`src/rtl/vga_timing_gen.sv`:
```
// 640x480@60 VGA timing from a 50 MHz clock: divide-by-2 pixel enable, h/v counters,
// coordinate output to the colour logic and registered ADV7123 DAC pin drive.
module vga_timing_gen #(
  parameter int H_ACTIVE = 640,
  parameter int H_FP     = 16,
  parameter int H_SYNC   = 96,
  parameter int H_BP     = 48,
  parameter int V_ACTIVE = 480,
  parameter int V_FP     = 10,
  parameter int V_SYNC   = 2,
  parameter int V_BP     = 33
) (
  input  logic        CLOCK_50,
  input  logic        reset,
  input  logic [23:0] rgb_in,
  output logic [9:0]  pixel_x,
  output logic [9:0]  pixel_y,
  output logic        pixel_valid,
  output logic        frame_start,
  output logic        VGA_CLK,
  output logic        VGA_HS,
  output logic        VGA_VS,
  output logic        VGA_BLANK_N,
  output logic        VGA_SYNC_N,
  output logic [7:0]  VGA_R,
  output logic [7:0]  VGA_G,
  output logic [7:0]  VGA_B
);

  localparam logic [9:0] H_ACT  = 10'(H_ACTIVE);
  localparam logic [9:0] HS_BEG = 10'(H_ACTIVE + H_FP);
  localparam logic [9:0] HS_END = 10'(H_ACTIVE + H_FP + H_SYNC);
  localparam logic [9:0] H_LAST = 10'(H_ACTIVE + H_FP + H_SYNC + H_BP - 1);
  localparam logic [9:0] V_ACT  = 10'(V_ACTIVE);
  localparam logic [9:0] VS_BEG = 10'(V_ACTIVE + V_FP);
  localparam logic [9:0] VS_END = 10'(V_ACTIVE + V_FP + V_SYNC);
  localparam logic [9:0] V_LAST = 10'(V_ACTIVE + V_FP + V_SYNC + V_BP - 1);

  logic        div_q;
  logic        pix_en;
  logic [9:0]  h_q, h_d, v_q, v_d;
  logic        active;
  logic        hs_q, hs_d, vs_q, vs_d, blank_n_q;
  logic [23:0] rgb_q, rgb_d;

  assign pix_en = div_q;
  assign active = (h_q < H_ACT) && (v_q < V_ACT);

  always_comb begin
    h_d   = h_q;
    v_d   = v_q;
    hs_d  = ~((h_q >= HS_BEG) && (h_q < HS_END));
    vs_d  = ~((v_q >= VS_BEG) && (v_q < VS_END));
    rgb_d = active ? rgb_in : 24'h0;
    if (pix_en) begin
      if (h_q == H_LAST) begin
        h_d = 10'd0;
        v_d = (v_q == V_LAST) ? 10'd0 : v_q + 10'd1;
      end else begin
        h_d = h_q + 10'd1;
      end
    end
  end

  // Pins load only on pixel-enable edges, so they trail the presented count by one pixel.
  always_ff @(posedge CLOCK_50 or posedge reset) begin
    if (reset) begin
      div_q     <= 1'b0;
      h_q       <= 10'd0;
      v_q       <= 10'd0;
      hs_q      <= 1'b1;
      vs_q      <= 1'b1;
      blank_n_q <= 1'b0;
      rgb_q     <= 24'h0;
    end else begin
      div_q <= ~div_q;
      h_q   <= h_d;
      v_q   <= v_d;
      if (pix_en) begin
        hs_q      <= hs_d;
        vs_q      <= vs_d;
        blank_n_q <= active;
        rgb_q     <= rgb_d;
      end
    end
  end

  assign pixel_x     = h_q;
  assign pixel_y     = v_q;
  assign pixel_valid = active;
  assign frame_start = pix_en && (h_q == 10'd0) && (v_q == 10'd0);
  // div_q is itself a register; the DAC samples on its rising edge, mid-way through each pixel.
  assign VGA_CLK     = div_q;
  assign VGA_HS      = hs_q;
  assign VGA_VS      = vs_q;
  assign VGA_BLANK_N = blank_n_q;
  assign VGA_SYNC_N  = 1'b0;
  assign VGA_R       = rgb_q[23:16];
  assign VGA_G       = rgb_q[15:8];
  assign VGA_B       = rgb_q[7:0];

endmodule

```
`config.mk`:
```
export PLATFORM = sky130hd
export DESIGN_NAME = vga_timing_gen
export DESIGN_NICKNAME = d
export VERILOG_FILES = /design/src/rtl/vga_timing_gen.sv
export SDC_FILE = /design/constraint.sdc
export NUM_CORES = 1
export LEC_CHECK = 0
export ABC_AREA = 1
export CAP_MARGIN = 20
export CORE_AREA = 2 2 65 92
export CTS_BUF_LIST = sky130_fd_sc_hd__clkbuf_4 sky130_fd_sc_hd__clkbuf_8 sky130_fd_sc_hd__clkbuf_16
export CTS_CLUSTER_DIAMETER = 40
export DETAILED_ROUTE_END_ITERATION = 12
export DIE_AREA = 0 0 67 94
export PLACE_DENSITY = 0.84
export RECOVER_POWER = 50
export SYNTH_ARGS = -nofsm -noshare
export SYNTH_HDL_FRONTEND = slang
export SYNTH_SLANG_ARGS = --single-unit
```
`constraint.sdc`:
```
create_clock -name CLOCK_50 -period 1.67 [get_ports CLOCK_50]
set_input_delay 0.334 -clock CLOCK_50 [delete_from_list [all_inputs] [get_ports CLOCK_50]]
set_output_delay 0.334 -clock CLOCK_50 [all_outputs]
set_load 0.02 [all_outputs]
```
==> qor.yml <==
yosys:
  syn_area_per_cell_um2: 7.753
  synth_nets: 345
  synthCells: 315
  synth_warnings: 0
  ys_ff_latch: 48
  synth_area_mm2: 0.002442
  ys_types: 25
  yosysSeqAreaShare_pct: 49.28
status:
  outcome: "complete, but fails checks"
  violations: "setup timing"
finish:
  antenna-diode-count: 0
  final_nets: 458
  nFillCells: 467
  syn_to_final_growth_pct: 48.98
  layout-drive-gt1-share_pct: 17.02
  layout.cells.non_filler: 497
setup_path:
  cp_max_fo: 2
  critPathKind: "reg2out"
  worst_setup_path_start_kind: "flip-flop"
  cp.arrival_ps: 1460
  crit_required_ps: 1340
  reg2reg_depth: 9
  cp-end-kind: "output port"
clock_tree:
  clock-sinks: 48
  clkLatencyLatePin_ps: 310
  numCtsBuffers: 5
  path_clk_slew_ps: 90
  cts_tree: "built"
  htreeDepth: 2
  clockRootBuffer: "clkbuf_8"
  clockBufferDepth: 2
timing:
  skew_ps: 13.30
  setup_viol: 5
  worst_slew_pin_slew_ps: 560.0
  timing.fmax_mhz: 558.6
  slew_violations: 0
  worst_slack_ps: -120.2
  timing.final.crit_share_pct: 107.2
  slew_headroom_pct: 62.60
  rsz0062_at_grt: "yes"
  tns_ps: -366.7
  hold_violations: 0
  min_period_ps: 1790
  holdWs_ps: 490.0
floorplan:
  core_area_mm2: 0.005445
  fp.dieArea_mm2: 0.006298
  die_x_um: 67
  rows: 32
  ioPinCount: 77
  die_h_um: 94
  start_util_pct: 44.85
placement:
  pre_cts_ws_ps: -208.8
  dpl.hpwl_um: 5080
  gp_congestion: 0.8409
  numPortBuffers: 75
  dp.cells: 484
grt:
  grt_pass1_wl_um: 11010
  grt.total_usage_pct: 22.62
  antenna_found_initial: 0
  grt_pass1_vias: 2476
  grt_start_max_net_pins: 28
  overflow: 0
detailed_routing:
  via_per_inst: 5.185
  drt-total-wl_um: 6908
  vias: 2577
  drtIter0Drc: 183
  drc_errors: 0
  first_pass_iters: 5
  ant_nets: 0
  wl_per_cell_um: 13.90
min_path:
  min_path_cells: 2
  hold_class: "reg2reg"
run:
  max-cap-violations: 0
pwr:
  total_power_mw: 2.264
  p_leak_nw: 1.834
  power_density_mw_per_mm2: 622.1
  ir_drop_uv: 468.2
## layout make-up
class	count	area [um2]	share of cell area [%]
Sequential cell	48	1204	33.08
Multi-Input combinational cell	224	1110	30.50
Timing Repair Buffer	117	1008	27.72
Inverter	32	120.1	3.301
Tap cell	68	85.08	2.338
Clock buffer	5	68.82	1.891
Clock inverter	3	42.54	1.169
## metal layers
layer	wire length, um	track usage [%]
met3	434	4.676
met2	3688	40.92
met4	163	7.993
met5	0	0
met1	2621	25.55
## state kept, by name, summed over array words and instances (netlist names)
signal / flops
VGA_HS: 1
rgb_q: 24
pixel_x: 10
VGA_VS: 1
VGA_CLK: 1
pixel_y: 10
VGA_BLANK_N: 1
## what timing repair did
action / 4_1_cts / 5_1_grt
hold buffers: 0 / 0
pin swaps: 1 / 5
gates resized for setup: 31 / 18
endpoints found under the setup margin: 24 / 11
setup buffers: 0 / 5
cloned: 0 / 1
## per-stage QoR
stage	util (%)	cell area, um2
after floorplan	-	2442
after global placement	64.68	3522
after detailed placement	64.68	3522
after CTS	66.08	3598
after global routing	66.82	3638
final	66.82	3638
## cell usage after synthesis, drive strengths merged
| cell | instances | share of area (%) |
|---|---|---|
| dfstp | 2 | 2.2 |
| nor2 | 37 | 7.0 |
| conb | 1 | 0.15 |
| nor4 | 1 | 0.26 |
| xor2 | 5 | 1.8 |
| o21ai | 10 | 2.0 |
| clkbuf | 1 | 0.15 |
| ha | 4 | 2.0 |
| nand2 | 102 | 16 |
| a21oi | 4 | 0.82 |
| o21bai | 2 | 0.61 |
| xnor2 | 1 | 0.36 |
| dfrtp | 46 | 47 |
| nand3 | 42 | 8.6 |
| buf | 11 | 2.6 |
| inv | 32 | 4.9 |
| nand4 | 9 | 2.6 |
| nor3 | 5 | 1.0 |
## power breakdown
| group | internal, mW | switching [mW] | total, mW | leakage [nW] |
|---|---|---|---|---|
| Clock | 0.443 | 0.401 | 0.844 | 0.0541 |
| Sequential | 1.19 | 0.0178 | 1.21 | 0.588 |
| Combinational | 0.114 | 0.0968 | 0.210 | 1.19 |
| Total | 1.75 | 0.516 | 2.26 | 1.83 |
## layout by cell type (no fill, tap or decap), types with 2 or more instances in the layout
master and instances:
nand3_2 2, inv_1 26, a21oi_1 4, buf_4 41, dfstp_2 2, dfrtp_1 46, o21bai_1 2, clkdlybuf4s50_1 46
o21ai_0 10, dlygate4sd2_1 21, xor2_1 5, nor2_1 30, ha_1 2, nor2_4 4, nand2_1 100, nand2_2 2
inv_2 6, nand3_1 40, nand4_1 8, ha_4 2, clkbuf_1 5, clkbuf_8 5, nor3_1 5, nor2_2 4
## worst max-delay path, stage by stage, from the launching register on
cell,delay [ps]
dfrtp_1,400
inv_2,90
ha_4,130
nand3_2,70
nor2_2,120
nand2_1,60
nor2_1,130
buf_4,150
## path summary, 6_finish.rpt
path                                 start          end  slack, ps
worst max-delay path            pixel_x[0]  frame_start       -120
worst min-delay path             rgb_q[12]    rgb_q[12]        490
worst max register to register  pixel_x[1]   pixel_y[2]        -80
worst min register to register   rgb_q[12]    rgb_q[12]        490
max in group asynchronous            reset    rgb_q[19]        240
min in group asynchronous            reset   pixel_x[4]        500
## cell families (layout without fill, tap and decap cells)
kind of cell             count (synthesis)  in the layout  synth area share, %
AO/OA/AOI/OAI                           16             16                3.484
XOR/XNOR                                 6              6                2.152
adder cells (fa/ha/maj)                  4              4                2.049
buffers and inverters                   44            157                7.633
flip-flops                              48             48                49.28
other                                    1              1               0.1535
AND/OR/NAND/NOR                        196            197                35.25
Note: power is estimated with default switching activity, not from simulation.
